### config.mk
export PLATFORM = sky130hd
export DESIGN_NAME = vga_sync_gen
export DESIGN_NICKNAME = d
export VERILOG_FILES = /design/src/rtl/vga_sync_gen.sv
export SDC_FILE = /design/constraint.sdc
export NUM_CORES = 1
export LEC_CHECK = 0
export ABC_AREA = 1
export CAP_MARGIN = 40
export CORE_MARGIN = 2
export CORE_UTILIZATION = 32
export CTS_CLUSTER_DIAMETER = 100
export DETAILED_ROUTE_END_ITERATION = 10
export PLACE_DENSITY = 0.53
export SYNTH_ARGS = -nofsm -noshare
export SYNTH_HDL_FRONTEND = slang
export SYNTH_SLANG_ARGS = --single-unit
### constraint.sdc
create_clock -name pixelclock -period 1.6 [get_ports pixelclock]
set_input_delay 0.24 -clock pixelclock [delete_from_list [all_inputs] [get_ports pixelclock]]
set_output_delay 0.24 -clock pixelclock [all_outputs]
set_load 0.005 [all_outputs]
### src/rtl/vga_sync_gen.sv
`timescale 1ns/1ps
// vga_sync_gen: raster timing generator for a VGA scan.
// Free-running pixel/line counters are decoded into syncs, a visible-area
// flag, coordinates and line/frame start pulses. Every output is registered
// one pixelclock edge behind the counter state it describes. CW must be wide
// enough to hold H_TOTAL-1 and V_TOTAL-1, and H_SYNC/V_SYNC must be >= 1.
module vga_sync_gen #(
    parameter int H_VIS       = 640,
    parameter int H_FP        = 16,
    parameter int H_SYNC      = 96,
    parameter int H_BP        = 48,
    parameter int V_VIS       = 480,
    parameter int V_FP        = 10,
    parameter int V_SYNC      = 2,
    parameter int V_BP        = 33,
    parameter bit SYNC_ACTIVE = 1'b0,
    parameter int CW          = 10
) (
    input  logic          pixelclock,
    input  logic          reset_n,
    output logic          hsinc,
    output logic          vsinc,
    output logic          draw,
    output logic [CW-1:0] x,
    output logic [CW-1:0] y,
    output logic          line_start,
    output logic          frame_start
);

    localparam int H_TOTAL = H_VIS + H_FP + H_SYNC + H_BP;
    localparam int V_TOTAL = V_VIS + V_FP + V_SYNC + V_BP;

    // Decode thresholds, sized to the counters so comparisons stay CW wide.
    // Sync windows use an inclusive last index so a zero back porch cannot
    // push the end value past the counter range.
    localparam logic [CW-1:0] H_LAST    = CW'(H_TOTAL - 1);
    localparam logic [CW-1:0] V_LAST    = CW'(V_TOTAL - 1);
    localparam logic [CW-1:0] H_VIS_C   = CW'(H_VIS);
    localparam logic [CW-1:0] V_VIS_C   = CW'(V_VIS);
    localparam logic [CW-1:0] HS_FIRST  = CW'(H_VIS + H_FP);
    localparam logic [CW-1:0] HS_LAST   = CW'(H_VIS + H_FP + H_SYNC - 1);
    localparam logic [CW-1:0] VS_FIRST  = CW'(V_VIS + V_FP);
    localparam logic [CW-1:0] VS_LAST   = CW'(V_VIS + V_FP + V_SYNC - 1);

    // Raster position counters
    logic [CW-1:0] hc_q, hc_d;
    logic [CW-1:0] vc_q, vc_d;

    // Registered outputs
    logic          hsinc_q, hsinc_d;
    logic          vsinc_q, vsinc_d;
    logic          draw_q, draw_d;
    logic [CW-1:0] x_q, x_d;
    logic [CW-1:0] y_q, y_d;
    logic          line_start_q, line_start_d;
    logic          frame_start_q, frame_start_d;

    // Sync window membership of the current position
    logic          h_in_sync;
    logic          v_in_sync;

    // Counter stepping: hc wraps at end of line and carries into vc, which
    // wraps at end of frame.
    always_comb begin
        hc_d = hc_q + 1'b1;
        vc_d = vc_q;
        if (hc_q == H_LAST) begin
            hc_d = '0;
            if (vc_q == V_LAST) begin
                vc_d = '0;
            end else begin
                vc_d = vc_q + 1'b1;
            end
        end
    end

    // Decode the current position into the values the outputs take next edge.
    always_comb begin
        h_in_sync     = (hc_q >= HS_FIRST) && (hc_q <= HS_LAST);
        v_in_sync     = (vc_q >= VS_FIRST) && (vc_q <= VS_LAST);
        hsinc_d       = h_in_sync ? SYNC_ACTIVE : ~SYNC_ACTIVE;
        vsinc_d       = v_in_sync ? SYNC_ACTIVE : ~SYNC_ACTIVE;
        draw_d        = (hc_q < H_VIS_C) && (vc_q < V_VIS_C);
        x_d           = hc_q;
        y_d           = vc_q;
        line_start_d  = (hc_q == '0);
        frame_start_d = (hc_q == '0) && (vc_q == '0);
    end

    // Counter registers; reset parks the raster at (0,0) so the first edge
    // after release is the first pixel of a fresh frame.
    always_ff @(posedge pixelclock or negedge reset_n) begin
        if (!reset_n) begin
            hc_q <= '0;
            vc_q <= '0;
        end else begin
            hc_q <= hc_d;
            vc_q <= vc_d;
        end
    end

    // ---- output stage: one edge behind the counters, all outputs aligned ----
    // Output registers; reset drives every output to its idle level.
    always_ff @(posedge pixelclock or negedge reset_n) begin
        if (!reset_n) begin
            hsinc_q       <= ~SYNC_ACTIVE;
            vsinc_q       <= ~SYNC_ACTIVE;
            draw_q        <= 1'b0;
            x_q           <= '0;
            y_q           <= '0;
            line_start_q  <= 1'b0;
            frame_start_q <= 1'b0;
        end else begin
            hsinc_q       <= hsinc_d;
            vsinc_q       <= vsinc_d;
            draw_q        <= draw_d;
            x_q           <= x_d;
            y_q           <= y_d;
            line_start_q  <= line_start_d;
            frame_start_q <= frame_start_d;
        end
    end

    assign hsinc       = hsinc_q;
    assign vsinc       = vsinc_q;
    assign draw        = draw_q;
    assign x           = x_q;
    assign y           = y_q;
    assign line_start  = line_start_q;
    assign frame_start = frame_start_q;

endmodule
After elaboration in Yosys (flattened, before gate mapping):

Cells that the tools add are included.

* magnitude comparators: 6
* eq/ne operators: 2
* add/sub/neg operators: 2
* muxes and demuxes: 4
* reduce and logical (&&, ||, !) cells: 6

Operators with widths (count)
* $add A10 B1 Y10 const B: 2
* $eq A10 B10 Y1 const B: 2
* $logic_not A10 Y1: 2
* $mux W10: 2
* $ge A10 B10 Y1 const B: 1
* $ge A10 B9 Y1 const B: 1
* $le A10 B10 Y1 const B: 1
* $le A10 B9 Y1 const B: 1
* $lt A10 B10 Y1 const B: 1
* $lt A10 B9 Y1 const B: 1
* $logic_and A1 B1 Y1: 4
* $mux W1: 2

* register bits: 45
* output and inout port bits: 25
* logic and storage cells: 29
* input port bits: 2

Longest topological paths before layout:

* word-level depth: 3
* depth in mapped cells: 9
* gate-level depth less buffers: 8

Worst setup path after synthesis:

Ideal clock, no wire load.

* kind: register to register
* start point: register hc_q[0]
* end point: register vc_q[9]
* arrival time: 1251 ps
* period minus slack after synthesis: 1371 ps
* path buffers: 1
* library setup time: 119 ps
* stages on the path, launching flop included: 10
* path slack: 229 ps
* required time: 1481 ps
* cells stage by stage: dfrtp_1 > ha_1 > nand2_1 > nor2_2 > nand3_2 > nor2_4 > buf_6 > inv_1 > nand2_1 > nand2_1

* word-level cells in the longest chain between the ends: 1

Ends and longest elaborated chain
* start: declaration: line 46 `logic [CW-1:0] hc_q, hc_d;`
* start signal: assignment: line 94 `hc_q <= '0;`
* start signal: assignment: line 97 `hc_q <= hc_d;`
* $eq A10 B10 Y1: line 67 `if (hc_q == H_LAST) begin`
* end signal: assignment: line 98 `vc_q <= vc_d;`
* end: declaration: line 47 `logic [CW-1:0] vc_q, vc_d;`

No other way between the ends.
A chain may end at the register's enable or synchronous reset.

Worst setup path after layout:

* start point: register vsinc_q (netlist: vsinc)
* end point: output vsinc

RTL lines
* start: declaration: line 51 `logic vsinc_q, vsinc_d;`
* start signal: assignment: line 107 `vsinc_q <= ~SYNC_ACTIVE;`
* start signal: assignment: line 115 `vsinc_q <= vsinc_d;`
* end: declaration: line 22 `output logic vsinc,`

No word-level cell between the ends.

==> impl_metrics.ini <==
[clock_tree]
worstSkewPairLatency_ns = 0.29
cts.sinks = 45
cts_root_buf = clkbuf_8
clockBufferDepth = 2
cts_max_level = 2
tritoncts = done
clk_pin_slew_ns = 0.08
cts_made_buffers = 5

[layout]
num_antenna_cells = 0
fin_nets = 239
finalInstanceArea_mm2 = 0.00239
syn2layout_area_growth_pct = 27.2
final_common_cell = dfrtp_1
final_cell_mix = dfrtp_1 (43), nand2_1 (35), inv_1 (27)
drive_gt1_share_pct = 11.2
fillers = 554
final_util_pct = 42.9

[critical_path]
worst_path_largest_cell_delay_ns = 0.52
critical_path_required_ns = 1.36
crit_family = flip-flops
cp_cell_sequence = clkdlybuf4s50_1
cp-end-kind = primary output
crit_fanout = 1
critPathSlowestCell = dfstp_2
cp_num_buf_inv = 1
critical_path_class = reg2out
arrival_ns = 1.30
cp-start-kind = flop

[detailed_routing]
drtIter0Drc = 124
dr.pass1.iters = 6
wl_per_cell_um = 11.4
wirelength_mm = 3.48
via_per_inst = 4.42
drc = 0
ant_nets = 0
vias = 1349

[logic_synthesis]
synth_top_area_share_pct = 57.3
syn_nets = 200
seq_area_frac_synth_pct = 60.1
synth_seq_cells = 45
synth_cell_types = 22
syn_inst = 193
avgSynthCellArea_um2 = 9.74
synth_largest_area_cell = dfrtp_1
yosys_warnings = 0
synth.cell_area_mm2 = 0.00188
yosys-top-cells-area = dfrtp_1 (57%), nand2_1 (7.0%), inv_1 (5.4%)

[global_routing]
antenna_found_initial = 0
grt_pass1_wl_mm = 6.04
grt_overflow = 0
grt_pass1_vias = 1299
grt_usage_pct = 12.2
grt_max_degree = 46

[timing]
finClkSkew_ns = 0.00482
setup_violations = 0
period_share_pct = 96.0
slew_headroom_pct = 69.3
finalHoldViolCount = 0
fmax_mhz = 651
hold-worst-slack_ns = 0.442
worst_slew_pin_slew_ns = 0.457
period_minus_slack_ns = 1.54
final-max-slew-violation-count = 0
setup_tns_ns = 0

[floorplan]
placeableCoreArea_mm2 = 0.00557
die_h_um = 80.6
dieWidth_um = 80.6
rows = 27
ios = 27
dieArea_mm2 = 0.00650
initial_utilization_pct = 33.7

[placed_design]
place_area_mm2 = 0.00227
hpwl_mm = 2.38
routabilityCongestion = 0.842
numPortBuffers = 26

[hold_path]
hp-class = in2async

[pwr]
p_per_area_mw_per_mm2 = 785
ir_drop_v = 0.000286
leakage_uw = 0.00115
p_total_uw = 1880

[flow_run]
max_cap_violations = 0

[run_status]
outcome = finished, final reports clean
==> cell families (layout without fill, tap and decap cells) <==
kind of cell / count (synthesis) / in the layout / synth area share, %
flip-flops: 45 / 45 / 60.1
XOR/XNOR: 7 / 7 / 3.26
buffers and inverters: 31 / 71 / 7.06
AO/OA/AOI/OAI: 14 / 14 / 4.46
AND/OR/NAND/NOR: 91 / 91 / 21.8
adder cells (fa/ha/maj): 5 / 5 / 3.33
==> per-stage QoR <==
step,setup slack [ns],cells
final,0.0634,305
after global routing,-0.00219,305
after CTS,0.0481,304
after detailed placement,0.102,295
after global placement,0.119,295
after floorplan,0.229,193
==> routing by layer <==
layer / part of all wire [%] / track usage [%]
met5: 0 / 0
met4: 1.9 / 5.59
met3: 3.4 / 2.47
met2: 43 / 19.0
met1: 51 / 16.2
==> worst paths after layout <==
path	from	to	slack (ns)	cells after the start
max in group asynchronous	reset_n	hsinc	0.86	3
hold / removal	reset_n	x[2]	0.44	3
min in group pixelclock	vc_q[8]	y[8]	0.44	0
setup reg to reg	hc_q[1]	vc_q[2]	0.13	9
hold reg to reg	vc_q[8]	y[8]	0.44	0
setup / recovery	vsinc	vsinc	0.06	1
==> state kept, by name, indices dropped and copies added, names as in the netlist <==
signal / count
line_start: 1
vsinc: 1
y: 10
vc_q: 10
frame_start: 1
draw: 1
x: 10
hsinc: 1
hc_q: 10
==> cell usage after synthesis <==
cell      count
xor2_1        7
a21oi_1       2
buf_2         1
nor2_4        1
nor2_2        2
inv_2         1
nor2_1       22
nand3b_1      1
o211ai_1      1
dfstp_2       2
o21ai_0       8
nand3_1      12
nor3_1        9
nand2_1      35
inv_1        27
nand4_1       7
ha_1          5
o21ai_2       3
nand3_2       1
nor4_1        1
buf_6         2
dfrtp_1      43
==> power by group <==
group | switching, uW | internal [uW] | leakage, uW
combinational | 21.9 | 7.62 | 0.000510
sequential | 0 | 1140 | 0.000593
clock | 357 | 352 | 0.0000455
==> tightest hold or removal path: stages <==
cell and delay (ns):
dlygate4sd3_1 0.52, buf_2 0.12, buf_12 0.23
==> layout make-up <==
| cell class | instances | area, um^2 | share of cell area [%] |
|---|---|---|---|
| timing repair buffer | 35 | 350 | 14.7 |
| multi-input combinational | 117 | 626 | 26.2 |
| sequential | 45 | 1130 | 47.2 |
| tap | 72 | 90.1 | 3.77 |
| inverter | 28 | 105 | 4.40 |
| clock buffer | 8 | 90.1 | 3.77 |
==> repair_timing <==
item,in CTS,in global routing
setup buffers,0,1
endpoints found under the setup margin,0,8
gates resized for setup,0,2
hold buffers,1,0
hold endpoints to repair,43,0
Power figures use the tool's default switching activity.
